$ cat config.mk
export PLATFORM = sky130hd
export DESIGN_NAME = lcd_bus_receiver
export DESIGN_NICKNAME = d
export VERILOG_FILES = /design/src/rtl/lcd_pkg.sv /design/src/rtl/lcd_strobe_sync.sv /design/src/rtl/lcd_bus_receiver.sv
export SDC_FILE = /design/constraint.sdc
export NUM_CORES = 1
export LEC_CHECK = 0
export CORE_MARGIN = 10
export CORE_UTILIZATION = 55
export DETAILED_ROUTE_END_ITERATION = 12
export MAX_ROUTING_LAYER = met4
export PLACE_DENSITY = 0.84
export SYNTH_ARGS = -nofsm -noshare
export SYNTH_HDL_FRONTEND = slang
export SYNTH_SLANG_ARGS = --single-unit
$ cat constraint.sdc
create_clock -name clk -period 6.29 [get_ports clk]
set_input_delay 1.258 -clock clk [delete_from_list [all_inputs] [get_ports clk]]
set_output_delay 1.258 -clock clk [all_outputs]
set_load 0.01 [all_outputs]
$ cat src/rtl/lcd_pkg.sv
// Shared definitions for the HD44780-style character-LCD bus: instruction
// masks, DDRAM layout, address wrap points and small decode/step helpers.
package lcd_pkg;

  // Instruction masks, one per "highest set bit" class
  localparam logic [7:0] INS_SET_DDRAM = 8'h80;
  localparam logic [7:0] INS_SET_CGRAM = 8'h40;
  localparam logic [7:0] INS_FUNC_SET  = 8'h20;
  localparam logic [7:0] INS_SHIFT     = 8'h10;
  localparam logic [7:0] INS_DISP_CTRL = 8'h08;
  localparam logic [7:0] INS_ENTRY     = 8'h04;
  localparam logic [7:0] INS_HOME      = 8'h02;
  localparam logic [7:0] INS_CLEAR     = 8'h01;

  localparam logic [7:0] CHAR_SPACE = 8'h20;

  // DDRAM layout of the 2x16 display
  localparam logic [6:0] LINE1_BASE = 7'h00;
  localparam logic [6:0] LINE2_BASE = 7'h40;
  localparam int         LINE_LEN   = 16;

  // Address wrap points between the two DDRAM lines
  localparam logic [6:0] LINE1_WRAP = 7'h27;
  localparam logic [6:0] LINE2_WRAP = 7'h67;

  localparam int DEF_BUSY_CYCLES  = 37;
  localparam int DEF_CLEAR_CYCLES = 1520;

  typedef enum logic [3:0] {
    OP_NOP,
    OP_CLEAR,
    OP_HOME,
    OP_ENTRY,
    OP_DISPLAY,
    OP_SHIFT,
    OP_FUNC,
    OP_CGRAM,
    OP_DDRAM
  } lcd_op_e;

  // Instruction class is selected by the highest set bit of the byte
  function automatic lcd_op_e decode_op(input logic [7:0] d);
    lcd_op_e op;
    op = OP_NOP;
    if      (|(d & INS_SET_DDRAM)) op = OP_DDRAM;
    else if (|(d & INS_SET_CGRAM)) op = OP_CGRAM;
    else if (|(d & INS_FUNC_SET))  op = OP_FUNC;
    else if (|(d & INS_SHIFT))     op = OP_SHIFT;
    else if (|(d & INS_DISP_CTRL)) op = OP_DISPLAY;
    else if (|(d & INS_ENTRY))     op = OP_ENTRY;
    else if (|(d & INS_HOME))      op = OP_HOME;
    else if (|(d & INS_CLEAR))     op = OP_CLEAR;
    return op;
  endfunction

  // 7-bit address step with the line1/line2 wrap points
  function automatic logic [6:0] addr_step(input logic [6:0] a, input logic inc);
    logic [6:0] n;
    if (inc) begin
      if      (a == LINE1_WRAP) n = LINE2_BASE;
      else if (a == LINE2_WRAP) n = LINE1_BASE;
      else                      n = a + 7'd1;
    end else begin
      if      (a == LINE2_BASE) n = LINE1_WRAP;
      else if (a == LINE1_BASE) n = LINE2_WRAP;
      else                      n = a - 7'd1;
    end
    return n;
  endfunction

  // True when the address falls on one of the 32 visible characters
  function automatic logic is_mapped(input logic [6:0] a);
    logic [6:0] off1;
    logic [6:0] off2;
    off1 = a - LINE1_BASE;
    off2 = a - LINE2_BASE;
    return (off1 < 7'(LINE_LEN)) || (off2 < 7'(LINE_LEN));
  endfunction

endpackage

$ cat src/rtl/lcd_strobe_sync.sv
// Brings the asynchronous lcd_e strobe into the clk domain and flags its
// rising and falling edges as single-cycle pulses.
module lcd_strobe_sync (
  input  logic clk,
  input  logic rst,
  input  logic i_e,
  output logic o_e_sync,
  output logic o_rise,
  output logic o_fall
);

  logic r_meta;
  logic r_sync;
  logic r_prev;

  // Two-flop synchroniser followed by one delayed copy for edge detection
  always_ff @(posedge clk or negedge rst) begin
    if (!rst) begin
      r_meta <= 1'b0;
      r_sync <= 1'b0;
      r_prev <= 1'b0;
    end else begin
      r_meta <= i_e;
      r_sync <= r_meta;
      r_prev <= r_sync;
    end
  end

  assign o_e_sync = r_sync;
  assign o_rise   = r_sync & ~r_prev;
  assign o_fall   = ~r_sync & r_prev;

endmodule

$ cat src/rtl/lcd_bus_receiver.sv
// Device end of the 8-bit character-LCD bus. Decodes instruction and data
// writes into a 2x16 DDRAM image, keeps the address counter and busy flag,
// and answers status and data reads.
// Bus handshake: rs/rw/data are sampled alongside the synchronised E; a write
// commits one cycle after the synchronised falling edge, and is accepted only
// when busy is clear (or expiring that cycle); reads drive lcd_dout with
// lcd_doe high for as long as synchronised E stays high.
module lcd_bus_receiver
  import lcd_pkg::*;
#(
  parameter int BUSY_CYCLES  = DEF_BUSY_CYCLES,
  parameter int CLEAR_CYCLES = DEF_CLEAR_CYCLES
) (
  input  logic         clk,
  input  logic         rst,
  input  logic         lcd_e,
  input  logic         lcd_rs,
  input  logic         lcd_rw,
  input  logic [7:0]   lcd_data,
  output logic [7:0]   lcd_dout,
  output logic         lcd_doe,
  output logic [127:0] line1_data,
  output logic [127:0] line2_data,
  output logic         display_on,
  output logic         busy,
  output logic         char_wr,
  output logic         overrun_err
);

  localparam int CNT_MAX = (CLEAR_CYCLES > BUSY_CYCLES) ? CLEAR_CYCLES : BUSY_CYCLES;
  localparam int CNT_W   = $clog2(CNT_MAX + 1);
  localparam logic [CNT_W-1:0] L_BUSY  = CNT_W'(BUSY_CYCLES);
  localparam logic [CNT_W-1:0] L_CLEAR = CNT_W'(CLEAR_CYCLES);

  logic w_e_sync;
  logic w_e_rise;
  logic w_e_fall;

  logic       r_rs_s1, r_rw_s1, r_rs_s2, r_rw_s2;
  logic [7:0] r_data_s1, r_data_s2;
  logic       r_rs_h, r_rw_h;
  logic [7:0] r_data_h;
  logic       r_fall_q;

  logic [6:0]       r_addr;
  logic             r_inc;
  logic             r_cg_mode;
  logic             r_display_on;
  logic [CNT_W-1:0] r_busy_cnt;
  logic [127:0]     r_line1;
  logic [127:0]     r_line2;
  logic             r_char_wr;
  logic             r_overrun;

  logic             w_busy;
  logic             w_blocked;
  logic             w_wr;
  logic             w_drop;
  logic             w_rd_step;
  lcd_op_e          w_op;
  logic [6:0]       w_step_addr;
  logic             w_mapped;
  logic [7:0]       w_rd_char;

  logic [6:0]       w_nx_addr;
  logic             w_nx_inc;
  logic             w_nx_cg;
  logic             w_nx_disp;
  logic             w_load;
  logic [CNT_W-1:0] w_load_val;
  logic             w_store;
  logic             w_clear_all;

  lcd_strobe_sync u_sync (
    .clk      (clk),
    .rst      (rst),
    .i_e      (lcd_e),
    .o_e_sync (w_e_sync),
    .o_rise   (w_e_rise),
    .o_fall   (w_e_fall)
  );

  // Bus fields pipelined to line up with the synchronised E, then held for the commit
  always_ff @(posedge clk or negedge rst) begin
    if (!rst) begin
      r_rs_s1   <= 1'b0;
      r_rw_s1   <= 1'b0;
      r_data_s1 <= 8'h00;
      r_rs_s2   <= 1'b0;
      r_rw_s2   <= 1'b0;
      r_data_s2 <= 8'h00;
      r_rs_h    <= 1'b0;
      r_rw_h    <= 1'b0;
      r_data_h  <= 8'h00;
      r_fall_q  <= 1'b0;
    end else begin
      r_rs_s1   <= lcd_rs;
      r_rw_s1   <= lcd_rw;
      r_data_s1 <= lcd_data;
      r_rs_s2   <= r_rs_s1;
      r_rw_s2   <= r_rw_s1;
      r_data_s2 <= r_data_s1;
      if (w_e_rise) begin
        r_rs_h <= r_rs_s2;
        r_rw_h <= r_rw_s2;
      end
      if (w_e_sync) r_data_h <= r_data_s2;
      r_fall_q <= w_e_fall;
    end
  end

  assign w_busy      = (r_busy_cnt != '0);
  // A counter on its final cycle counts as expired so a coincident write is taken
  assign w_blocked   = (r_busy_cnt > CNT_W'(1));
  assign w_wr        = r_fall_q && !r_rw_h && !w_blocked;
  assign w_drop      = r_fall_q && !r_rw_h && w_blocked;
  assign w_rd_step   = r_fall_q && r_rw_h && r_rs_h;
  assign w_op        = decode_op(r_data_h);
  assign w_step_addr = addr_step(r_addr, r_inc);
  assign w_mapped    = is_mapped(r_addr);

  // Decode the committed access into next-state values for the control registers
  always_comb begin
    w_nx_addr   = r_addr;
    w_nx_inc    = r_inc;
    w_nx_cg     = r_cg_mode;
    w_nx_disp   = r_display_on;
    w_load      = 1'b0;
    w_load_val  = '0;
    w_store     = 1'b0;
    w_clear_all = 1'b0;
    if (w_wr && r_rs_h) begin
      w_load     = 1'b1;
      w_load_val = L_BUSY;
      // Data aimed at CGRAM is swallowed without touching the DDRAM address
      if (!r_cg_mode) begin
        w_store   = w_mapped;
        w_nx_addr = w_step_addr;
      end
    end else if (w_wr) begin
      case (w_op)
        OP_DDRAM: begin
          w_nx_addr  = r_data_h[6:0];
          w_nx_cg    = 1'b0;
          w_load     = 1'b1;
          w_load_val = L_BUSY;
        end
        OP_CGRAM: begin
          w_nx_cg    = 1'b1;
          w_load     = 1'b1;
          w_load_val = L_BUSY;
        end
        OP_FUNC, OP_SHIFT: begin
          w_load     = 1'b1;
          w_load_val = L_BUSY;
        end
        OP_DISPLAY: begin
          w_nx_disp  = r_data_h[2];
          w_load     = 1'b1;
          w_load_val = L_BUSY;
        end
        OP_ENTRY: begin
          w_nx_inc   = r_data_h[1];
          w_load     = 1'b1;
          w_load_val = L_BUSY;
        end
        OP_HOME: begin
          w_nx_addr  = LINE1_BASE;
          w_nx_cg    = 1'b0;
          w_load     = 1'b1;
          w_load_val = L_CLEAR;
        end
        OP_CLEAR: begin
          w_clear_all = 1'b1;
          w_nx_addr   = LINE1_BASE;
          w_nx_inc    = 1'b1;
          w_nx_cg     = 1'b0;
          w_load      = 1'b1;
          w_load_val  = L_CLEAR;
        end
        default: ;
      endcase
    end else if (w_rd_step) begin
      w_nx_addr = w_step_addr;
    end
  end

  // Control registers, busy down-counter and single-cycle event pulses
  always_ff @(posedge clk or negedge rst) begin
    if (!rst) begin
      r_addr       <= LINE1_BASE;
      r_inc        <= 1'b1;
      r_cg_mode    <= 1'b0;
      r_display_on <= 1'b0;
      r_busy_cnt   <= '0;
      r_char_wr    <= 1'b0;
      r_overrun    <= 1'b0;
    end else begin
      r_addr       <= w_nx_addr;
      r_inc        <= w_nx_inc;
      r_cg_mode    <= w_nx_cg;
      r_display_on <= w_nx_disp;
      if (w_load)      r_busy_cnt <= w_load_val;
      else if (w_busy) r_busy_cnt <= r_busy_cnt - CNT_W'(1);
      r_char_wr    <= w_store;
      r_overrun    <= w_drop;
    end
  end

  // DDRAM image: full blanking on clear, otherwise one character per stored write
  always_ff @(posedge clk or negedge rst) begin
    if (!rst) begin
      r_line1 <= {LINE_LEN{CHAR_SPACE}};
      r_line2 <= {LINE_LEN{CHAR_SPACE}};
    end else if (w_clear_all) begin
      r_line1 <= {LINE_LEN{CHAR_SPACE}};
      r_line2 <= {LINE_LEN{CHAR_SPACE}};
    end else if (w_store) begin
      if (r_addr[6]) r_line2[{r_addr[3:0], 3'b000} +: 8] <= r_data_h;
      else           r_line1[{r_addr[3:0], 3'b000} +: 8] <= r_data_h;
    end
  end

  assign w_rd_char = !w_mapped ? CHAR_SPACE :
                     (r_addr[6] ? r_line2[{r_addr[3:0], 3'b000} +: 8]
                                : r_line1[{r_addr[3:0], 3'b000} +: 8]);

  assign lcd_doe     = w_e_sync && r_rw_s2;
  assign lcd_dout    = !lcd_doe ? 8'h00 : (r_rs_s2 ? w_rd_char : {w_busy, r_addr});
  assign line1_data  = r_line1;
  assign line2_data  = r_line2;
  assign display_on  = r_display_on;
  assign busy        = w_busy;
  assign char_wr     = r_char_wr;
  assign overrun_err = r_overrun;

endmodule

==> results of run 1 <==
worst register-to-register path, cell delays in order, from the launching register on:
cell      delay [ps]
dfrtp_1          340
buf_4            430
clkinv_1         730
ha_1             670
xnor2_2          500
buf_4            330
nand4_1          120
nor4_1           550
a31oi_1          310
a22o_1           340
final cells by class:
type,instances,area (sq um),share of cell area
well taps,384,480,0.0238
diodes,2,5.00,0.000248
clock buffers,54,1060,0.0525
flip-flops and latches,313,7880,0.390
multi-input cells,957,7520,0.372
repair buffers,320,3120,0.155
clock inverters,7,66.3,0.00328
inverters,16,60.1,0.00297
worst max path at each step:
| stage | start | end | slack (ps) | depth (start not counted) |
|---|---|---|---|---|
| global placement | r_addr[6]$_DFFE_PN0P_ | lcd_dout[6] | 1730 | 6 |
| global route | r_addr[6]$_DFFE_PN0P_ | lcd_dout[4] | 910 | 6 |
| floorplan | r_addr[0]$_DFFE_PN0P_ | lcd_dout[0] | 2580 | 7 |
| finish | r_addr[6]$_DFFE_PN0P_ | lcd_dout[4] | 1030 | 6 |
| detailed placement | r_addr[6]$_DFFE_PN0P_ | lcd_dout[6] | 1720 | 6 |
| CTS | r_addr[6]$_DFFE_PN0P_ | lcd_dout[6] | 1100 | 5 |
power breakdown:
group / switching, uW / internal (uW) / total [uW]
registers: 279 / 2090 / 2370
logic: 1460 / 682 / 2140
clock network: 826 / 1200 / 2030
per-stage QoR:
step	hold WS, ps	cell area, sq um	setup slack, ps	util	std cells
floorplan	331	15900	2580	-	1398
global placement	334	19100	1730	0.666	1990
detailed placement	337	19100	1720	0.666	1990
CTS	351	20200	1100	0.705	2051
global route	356	20200	910	0.705	2053
finish	348	20200	1030	0.705	2053
kinds of logic (layout without fill, tap and decap cells):
family                   count (synthesis)  after routing
flip-flops                             313            313
other                                    0              2
buffers and inverters                  128            397
multiplexers                           142            142
AND/OR/NAND/NOR                        395            395
adder cells (fa/ha/maj)                  6              6
AO/OA/AOI/OAI                          403            403
XOR/XNOR                                11             11
registers in the layout (all words and copies together), names as in the netlist:
register and flops:
r_data_s1 8, overrun_err 1, r_busy_cnt 11, char_wr 1
r_inc 1, r_rs_s2 1, line2_data 128, r_rs_s1 1
r_rs_h 1, r_rw_s1 1, u_sync.r_meta 1, display_on 1
r_addr 7, r_data_s2 8, line1_data 128, r_rw_s2 1
u_sync.o_e_sync 1, u_sync.r_prev 1, r_rw_h 1, r_data_h 8
r_fall_q 1, r_cg_mode 1
routing by layer:
layer  track usage  wire length, um
met1         0.437            22900
met2         0.538            29100
met3        0.0934             8280
met4         0.172             3580
met5             -                0
synthesized netlist by cell type, types with 22 or more instances:
| cell | count | area, sq um |
|---|---|---|
| nor3_1 | 22 | 110 |
| a22o_1 | 93 | 815 |
| a21oi_1 | 44 | 220 |
| mux2i_1 | 58 | 581 |
| mux4_2 | 67 | 1510 |
| dfrtp_1 | 280 | 7010 |
| and2_1 | 25 | 156 |
| a31oi_1 | 25 | 156 |
| nand3_1 | 93 | 465 |
| nand4_1 | 25 | 156 |
| o21ai_0 | 90 | 450 |
| o211ai_1 | 34 | 255 |
| nand2_1 | 74 | 278 |
| a2bb2o_1 | 50 | 500 |
| clkbuf_1 | 72 | 270 |
| dfstp_2 | 33 | 867 |
| nor2_1 | 75 | 282 |
==> reports/metrics.cfg, run 1 <==
[sta]
setup_tns_ps = 0
finalSetupViolCount = 0
slew_headroom = 0.0345
skew_ps = 14.4
hold_viol = 0
fin_crit_ps = 5260
min_period_over_period = 0.837
tightest_slew_ps = 1440
fmax_mhz = 190
grt_setup_unrepaired = false
slew_viol_final = 0

[cells_and_area]
areaGrowthSynthToFinish_pct = 27.0
mostFrequentLayoutCells = clkdlybuf4s50_1, dfrtp_1, nand3_1, a22o_1, o21ai_0
nFillCells = 2020
final_common_cell = clkdlybuf4s50_1
drive_gt1_frac = 0.142
nets = 1661

[logic_synthesis]
yosysUniqueCellTypes = 72
ys_ff_latch = 313
yosysSeqAreaShare = 0.495
dominantRegCellSynth = dfrtp_1
synth_top_family_by_area = compound AO/OA/AOI/OAI gates
muxShareOfSynthArea = 0.143
synthesis.area_sq_um = 15900
synth-simple-area-share = 0.129
synth_compound_area_frac = 0.186
syn_inst = 1398
async_reset_ff_frac = 1.00
synth_warnings = 0
synth_xor_xnor_area_share = 0.00606
synthAdderAreaFrac = 0.00472
postSynthAreaPerCell_sq_um = 11.4
synth_edf_count = 0
postSynthNetCount = 1417

[route]
wire_per_inst_um = 31.1
via_per_inst = 7.25
drtPass1Iterations = 6
via_count = 14886
postRouteAntennaNets = 0
wl_mm = 63.9
drt_iter0_drc = 2055
drc_errors = 0

[critical_path]
path_delay_family = compound AO/OA/AOI/OAI gates
reg2reg_from = r_addr[1]$_DFFE_PN0P_
cp-start-kind = flip-flop
critPathCaptureType = primary output
reg2reg_to = line1_data[25]$_DFFE_PN0P_
cp_data_required_time_ps = 5030
max_stage_delay_ps = 920
arrival_ps = 4010
worstPathCellList = buf_4 -> mux4_2 -> nor2_1 -> o31a_1 -> o41ai_1 -> clkdlybuf4s50_1
cp_max_fo = 40
r2r_slack_ps = 1820
critPathKind = reg -> out
reg2regPathDepth = 9
slowest_stage = dfrtp_4
crit_buf_inv = 2

[die]
initial_core_util = 0.555
fp.dieW_um = 190
core_sq_um = 28600
chipHeight_um = 190
dieArea_sq_um = 36100
rows = 62
io_pins = 282

[clock_network]
cts_root_buf = clkbuf_16
postCtsSetupBuffers = 0
ctsResizeCount = 0
htree_num_levels = 2
cts_hold_buffers = 0
clkSinkCount = 313
max-clock-path-buffers = 3
path_clk_slew_ps = 60
numCtsBuffers = 34
cts_tree = done
insertion_delay_ps = 520

[power_and_ir_drop]
leakagePower_uw = 0.00845
total_power_uw = 6530
ir_drop_uv = 234
power.density_nw_per_um2 = 324

[grt]
groute.usage.overall = 0.355
grt_pass1_vias = 15002
grt_pass1_wl_mm = 95.4
antenna_found_initial = 2
grt-ovfl-total = 0
grt_max_degree = 145

[placement]
numPortBuffers = 281
place.gp.congestion = 0.999
dp_hpwl_mm = 44.3

[flow_run]
drv_cap = 0

[worst_hold_path]
hold_path_depth = 0
worstHoldStart = u_sync.r_meta$_DFF_PN0_
min_path_type = reg -> reg
min_to = u_sync.o_e_sync$_DFF_PN0_

[status]
status = finished clean

Note: power is estimated with default switching activity, not from simulation.
==> run 2, diff against run 1 <==
Settings changed: CORE_UTILIZATION 55 to 53, PLACE_DENSITY 0.84 to 0.81.
Clock period 6.29 ns to 5.3 ns, I/O delays scaled along.
==> run 2 against run 1 <==
- clock skew increased by 9.5 ps
- sequential power is 17% higher
- sequential cell count did not move
- final area rose by 0.43%
- die area grew 3.4%
- first-iteration DRC count up 28%
- largest cell class unchanged
==> reports/metrics.cfg, run 2 (synthesis gave the netlist of run 1 again) <==
[status]
status = finished clean

[route]
wire_per_inst_um = 31.2  ; +0.35%
via_count = 14848  ; -0.26%
wl_mm = 64.3  ; +0.74%
postRouteAntennaNets = 0  ; unchanged
drtPass1Iterations = 6  ; unchanged
drc_errors = 0  ; unchanged
drt_iter0_drc = 2634  ; +28%
via_per_inst = 7.20  ; -0.64%

[placement]
place_ws_ps = 927  ; -792 ps
numPortBuffers = 281  ; unchanged
dp_hpwl_mm = 46.2  ; +4.1%
dp_cells = 1999  ; +0.45%
place.gp.congestion = 1.07  ; +6.7%

[clock_network]
htree_num_levels = 2  ; unchanged
clkSinkCount = 313  ; unchanged
cts_hold_buffers = 0  ; unchanged
cts_root_buf = clkbuf_16
ctsResizeCount = 0  ; unchanged
insertion_delay_ps = 530  ; about the same
path_clk_slew_ps = 60  ; about the same
numCtsBuffers = 35  ; +2.9%
cts_tree = done
max-clock-path-buffers = 3  ; unchanged
postCtsSetupBuffers = 0  ; unchanged

[die]
core_sq_um = 29600  ; +3.5%
dieArea_sq_um = 37300  ; +3.4%
initial_core_util = 0.536  ; -0.0190
chipHeight_um = 193  ; +1.7%
rows = 63  ; +1.6%
fp.dieW_um = 193  ; +1.7%
io_pins = 282  ; unchanged

[sta]
whs_ps = 351  ; +2.81 ps
hold_viol = 0  ; unchanged
slew_viol_final = 0  ; unchanged
fmax_mhz = 201
fin_crit_ps = 4980
setup_tns_ps = 0  ; unchanged
fin_ws_ps = 324  ; -703 ps
min_period_over_period = 0.939
grt_setup_unrepaired = false
finalSetupViolCount = 0  ; unchanged
slew_headroom = 0.114  ; +0.0794
tightest_slew_ps = 1330  ; -111 ps
skew_ps = 23.9  ; +9.47 ps

[power_and_ir_drop]
ir_drop_uv = 366  ; +56%
leakagePower_uw = 0.00849  ; +0.45%
power.density_nw_per_um2 = 384  ; +19%
total_power_uw = 7790  ; +19%

[grt]
grt_pass1_vias = 14834  ; -1.1%
grt_pass1_wl_mm = 94.9  ; -0.44%
antenna_found_initial = 0  ; -2
grt-ovfl-total = 0  ; unchanged
groute.usage.overall = 0.349  ; -0.00642
grt_max_degree = 124  ; -14%

[flow_run]
drv_cap = 0  ; unchanged

[worst_hold_path]
min_to = r_data_s2[4]$_DFF_PN0_
min_path_type = reg -> reg
worstHoldStart = r_data_s1[4]$_DFF_PN0_
hold_path_depth = 0  ; unchanged

[critical_path]
arrival_ps = 3920  ; -90 ps
reg2regPathDepth = 7  ; -2
critPathKind = reg -> out
cp_max_fo = 51  ; +28%
cp_data_required_time_ps = 4240  ; -790 ps
r2r_slack_ps = 1390  ; -430 ps
cp-start-kind = flip-flop
reg2reg_to = line1_data[27]$_DFFE_PN0P_
critPathCaptureType = primary output
reg2reg_from = r_addr[1]$_DFFE_PN0P_

[cells_and_area]
antennaDiodeCount = 0  ; -2
nets = 1665  ; +0.24%
drive_gt1_frac = 0.145  ; +0.00325
areaGrowthSynthToFinish_pct = 27.6
mostFrequentLayoutCells = clkdlybuf4s50_1, dfrtp_1, nand3_1, a22o_1, o21ai_0
fin_cells = 2061  ; +0.39%
final_common_cell = clkdlybuf4s50_1

[run 2: cell count changes in the layout (fill, tap and decap cells not counted), moves of 2 or more]
cell / delta
buf_4: +2
bufinv_16: +2
clkinv_4: -2
clkinvlp_4: +2
diode_2: -2
[run 2: critical path, stage by stage, from the launching register on]
cell             delay, ps
dfrtp_4               1010
buf_4                  320
inv_1                  360
mux2i_1                240
a22oi_1                290
o21ai_0                170
a21oi_1                360
clkdlybuf4s50_1        620
[run 2: layer usage]
layer | GRT usage | part of all wire | vias up
met1 | 0.440 | 0.35 | 7247
li1 | - | - | 5909
met5 | - | 0 | -
met4 | 0.193 | 0.064 | 0
met2 | 0.502 | 0.44 | 1371
met3 | 0.0964 | 0.14 | 321
[run 2: through the flow]
stage | util | instance area [sq um]
after floorplan | - | 15900
after global placement | 0.645 | 19100
after detailed placement | 0.645 | 19100
after CTS | 0.684 | 20300
after global routing | 0.684 | 20300
final | 0.684 | 20300
[run 2: final cells by class]
cell class	instances	area (sq um)
tap	390	488
clock inverter	9	125
inverter	16	60.1
clock buffer	53	1050
timing repair buffer	323	3160
sequential	313	7880
fill	2177	9360
multi-input combinational	957	7520
[run 2: how the worst max path moves through the flow]
stage / from / endpoint / slack (ps) / cells past startpoint
2_1_floorplan: r_addr[1]$_DFFE_PN0P_ / line1_data[100]$_DFFE_PN0P_ / 1660 / 10
3_3_place_gp: r_addr[6]$_DFFE_PN0P_ / lcd_dout[5] / 980 / 7
3_5_place_dp: r_addr[6]$_DFFE_PN0P_ / lcd_dout[6] / 930 / 6
4_1_cts: r_addr[6]$_DFFE_PN0P_ / lcd_dout[6] / 390 / 6
5_1_grt: r_addr[6]$_DFFE_PN0P_ / lcd_dout[4] / 190 / 6
6_report: r_addr[6]$_DFFE_PN0P_ / lcd_dout[5] / 320 / 7
[run 2: where the power goes]
| group | leakage, uW | total (uW) | internal, uW | switching [uW] |
|---|---|---|---|---|
| registers | 0.00414 | 2780 | 2480 | 300 |
| logic | 0.00378 | 2520 | 811 | 1710 |
| clock network | 0.000569 | 2490 | 1510 | 978 |
| total | 0.00849 | 7790 | 4800 | 2990 |
==> run 3, diff against run 2 <==
Settings changed: ABC_AREA set to 1, CORE_UTILIZATION 53 to 54.
==> run 3 against run 2 <==
- cell count grew 42%
- first-iteration DRC count fell by 12%
- clock skew shrank 4.2 ps
- final area increased by 1.3%
- critical path depth rose by 4
- critical path type unchanged
- largest cell class unchanged
==> reports/metrics.cfg, run 3 <==
[critical_path]
cp-start-kind = flip-flop
arrival_ps = 3620  ; -300 ps
worstPathCellList = clkinv_2 -> buf_12 -> o21ai_0 -> o21ai_0 -> nand2_1 -> nand2_1 -> o21ai_0 -> nand2_1 -> nand2_1 -> a21oi_1 -> clkdlybuf4s50_1
reg2regPathDepth = 12  ; +5
cp_max_fo = 105  ; +110%
crit_top_cell = nand2_1
critPathCaptureType = primary output
slowest_stage = dfrtp_4
path_depth = 11  ; +4
cp_data_required_time_ps = 4240  ; about the same
path_delay_family = compound AO/OA/AOI/OAI gates
critPathKind = reg -> out
max_stage_delay_ps = 660  ; -350 ps
crit_buf_inv = 3  ; unchanged

[sta]
slew_headroom = 0.123  ; +0.00919
finalSetupViolCount = 0  ; unchanged
tightest_slew_ps = 1310  ; -16.9 ps
slew_viol_final = 0  ; unchanged
grt_setup_unrepaired = false
fin_ws_ps = 617  ; +294 ps
hold_viol = 0  ; unchanged
setup_tns_ps = 0  ; unchanged
whs_ps = 344  ; -6.83 ps
skew_ps = 19.7  ; -4.18 ps
min_period_over_period = 0.884  ; -0.0554
fmax_mhz = 214  ; +6.3%
fin_crit_ps = 4680  ; -294 ps

[clock_network]
postCtsSetupBuffers = 0  ; unchanged
numCtsBuffers = 36  ; +2.9%
cts_tree = done
ctsResizeCount = 0  ; unchanged
insertion_delay_ps = 520  ; about the same
cts_root_buf = clkbuf_16
cts_hold_buffers = 0  ; unchanged
clkSinkCount = 313  ; unchanged
path_clk_slew_ps = 60  ; about the same
htree_num_levels = 2  ; unchanged
max-clock-path-buffers = 3  ; unchanged

[logic_synthesis]
synthesis.area_sq_um = 16200  ; +1.8%
synth_xor_xnor_area_share = 0.00534  ; -0.000723
postSynthNetCount = 2288  ; +61%
muxShareOfSynthArea = 0.000696  ; -0.143
syn_inst = 2269  ; +62%
synth_area_leaders = dfrtp_1, nand2_1, nor2_1
dominantRegCellSynth = dfrtp_1
synthAdderAreaFrac = 0.00464  ; -0.0000815
synth_largest_area_cell = dfrtp_1
synth-simple-area-share = 0.368  ; +0.239
synth_edf_count = 0  ; unchanged
synth_top_area_share = 0.433  ; -0.00760
synth_top_family_by_area = simple AND/OR/NAND/NOR gates
postSynthAreaPerCell_sq_um = 7.13  ; -37%
synth_compound_area_frac = 0.0870  ; -0.0990
ys_top_cells_by_count = nand2_1, nor2_1, dfrtp_1
synth_warnings = 0  ; unchanged
yosysMostFrequentCell = nand2_1
ys_ff_latch = 313  ; unchanged
yosysUniqueCellTypes = 40  ; -44%
yosysSeqAreaShare = 0.487  ; -0.00855
async_reset_ff_frac = 1.00  ; unchanged

[cells_and_area]
nFillCells = 2473  ; +14%
fin_util = 0.695  ; +0.0104
areaGrowthSynthToFinish_pct = 26.9
final_common_cell = nand2_1
mostFrequentLayoutCells = nand2_1, nor2_1, clkdlybuf4s50_1
antennaDiodeCount = 0  ; unchanged
nets = 2530  ; +52%
drive_gt1_frac = 0.0718  ; -0.0731

[die]
initial_core_util = 0.547  ; +0.0109
rows = 63  ; unchanged
core_sq_um = 29600  ; -0.27%
fp.dieW_um = 193  ; about the same
chipHeight_um = 193  ; about the same
io_pins = 282  ; unchanged
dieArea_sq_um = 37300  ; -0.12%

[route]
postRouteAntennaNets = 0  ; unchanged
via_per_inst = 5.86  ; -19%
wl_mm = 66.0  ; +2.7%
wire_per_inst_um = 22.6  ; -28%
via_count = 17140  ; +15%
drt_iter0_drc = 2320  ; -12%
drc_errors = 0  ; unchanged
drtPass1Iterations = 8  ; +2

[grt]
grt-ovfl-total = 0  ; unchanged
grt_pass1_vias = 16298  ; +9.9%
antenna_found_initial = 0  ; unchanged
grt_max_degree = 131  ; +5.6%
grt_pass1_wl_mm = 98.5  ; +3.7%
groute.usage.overall = 0.355  ; +0.00673

[placement]
numPortBuffers = 281  ; unchanged
place_ws_ps = 1270  ; +343 ps
dp_hpwl_mm = 46.8  ; +1.5%
place.gp.congestion = 1.02  ; -4.3%

[power_and_ir_drop]
leakagePower_uw = 0.0103  ; +21%
p_int_uw = 4920  ; +2.5%
seqPwrFrac = 0.315  ; -0.042
switching_share = 0.412  ; +0.0282
combPwrFrac = 0.369  ; +0.045
clockPowerShare = 0.316  ; -0.003
p_sw_uw = 3450  ; +15%
power.density_nw_per_um2 = 408  ; +6.1%
ir_drop_uv = 310  ; -15%

[status]
status = finished clean

[worst_hold_path]
hold_path_depth = 0  ; unchanged
min_path_type = reg -> reg

[flow_run]
drv_cap = 0  ; unchanged

## run 3: cell types whose count changed after synthesis, moves of 32 or more
cell,previous run,this run
a22o_1,93,0
a2bb2o_1,50,0
inv_1,14,68
mux2i_1,58,0
mux4_2,67,0
nand2_1,74,1034
nand2_2,0,32
nand3_1,93,32
nor2_1,75,353
o21ai_0,90,188
## run 3: kinds of logic (layout without fill, tap and decap cells)
logic type | count (synthesis) | count (layout)
compound gates | 263 | 263
fa+ha+maj | 6 | 6
mux | 1 | 1
xor+xnor | 9 | 9
buf+inv | 174 | 441
flops | 313 | 313
simple gates | 1503 | 1503
## run 3: final cells by class
type	count	area, sq um	share of cell area
flip-flops and latches	313	7880	0.384
multi-input cells	1782	7580	0.369
repair buffers	303	3050	0.148
clock buffers	50	1050	0.0514
well taps	390	488	0.0238
inverters	75	283	0.0138
clock inverters	13	203	0.00987
## run 3: routing by layer
layer,track usage,vias up,routed length [um]
li1,-,7578,-
met1,0.487,8154,26900
met2,0.511,1245,28700
met3,0.0737,163,7790
met4,0.133,0,2690
met5,-,-,0
## run 3: power by group through the flow
stage,registers [uW],clock network (uW),logic (uW)
after floorplan,2580,0,2030
after global placement,2670,0,2930
after detailed placement,2670,0,2950
after CTS,2630,2640,2970
after global routing,2650,2750,3320
final,2640,2640,3090
## run 3: worst paths after layout
check | startpoint | to | slack (ps)
max | r_addr[6]$_DFFE_PN0P_ | lcd_dout[4] | 620
min | r_data_s1[6]$_DFF_PN0_ | r_data_s2[6]$_DFF_PN0_ | 340
max reg2reg | r_addr[0]$_DFFE_PN0P_ | line2_data[99]$_DFFE_PN0P_ | 1410
min reg2reg | r_data_s1[6]$_DFF_PN0_ | r_data_s2[6]$_DFF_PN0_ | 340
max in group asynchronous | rst | line2_data[15]$_DFFE_PN0P_ | 3740
min in group asynchronous | rst | line2_data[71]$_DFFE_PN0P_ | 490
## run 3: per-stage QoR
stage          cell area (sq um)  total power (uW)  cells
3_5_place_dp               19300              5620   2863
5_1_grt                    20500              8720   2926
3_3_place_gp               19300              5590   2863
6_report                   20500              8370   2926
4_1_cts                    20500              8250   2926
2_1_floorplan              16200              4610   2269
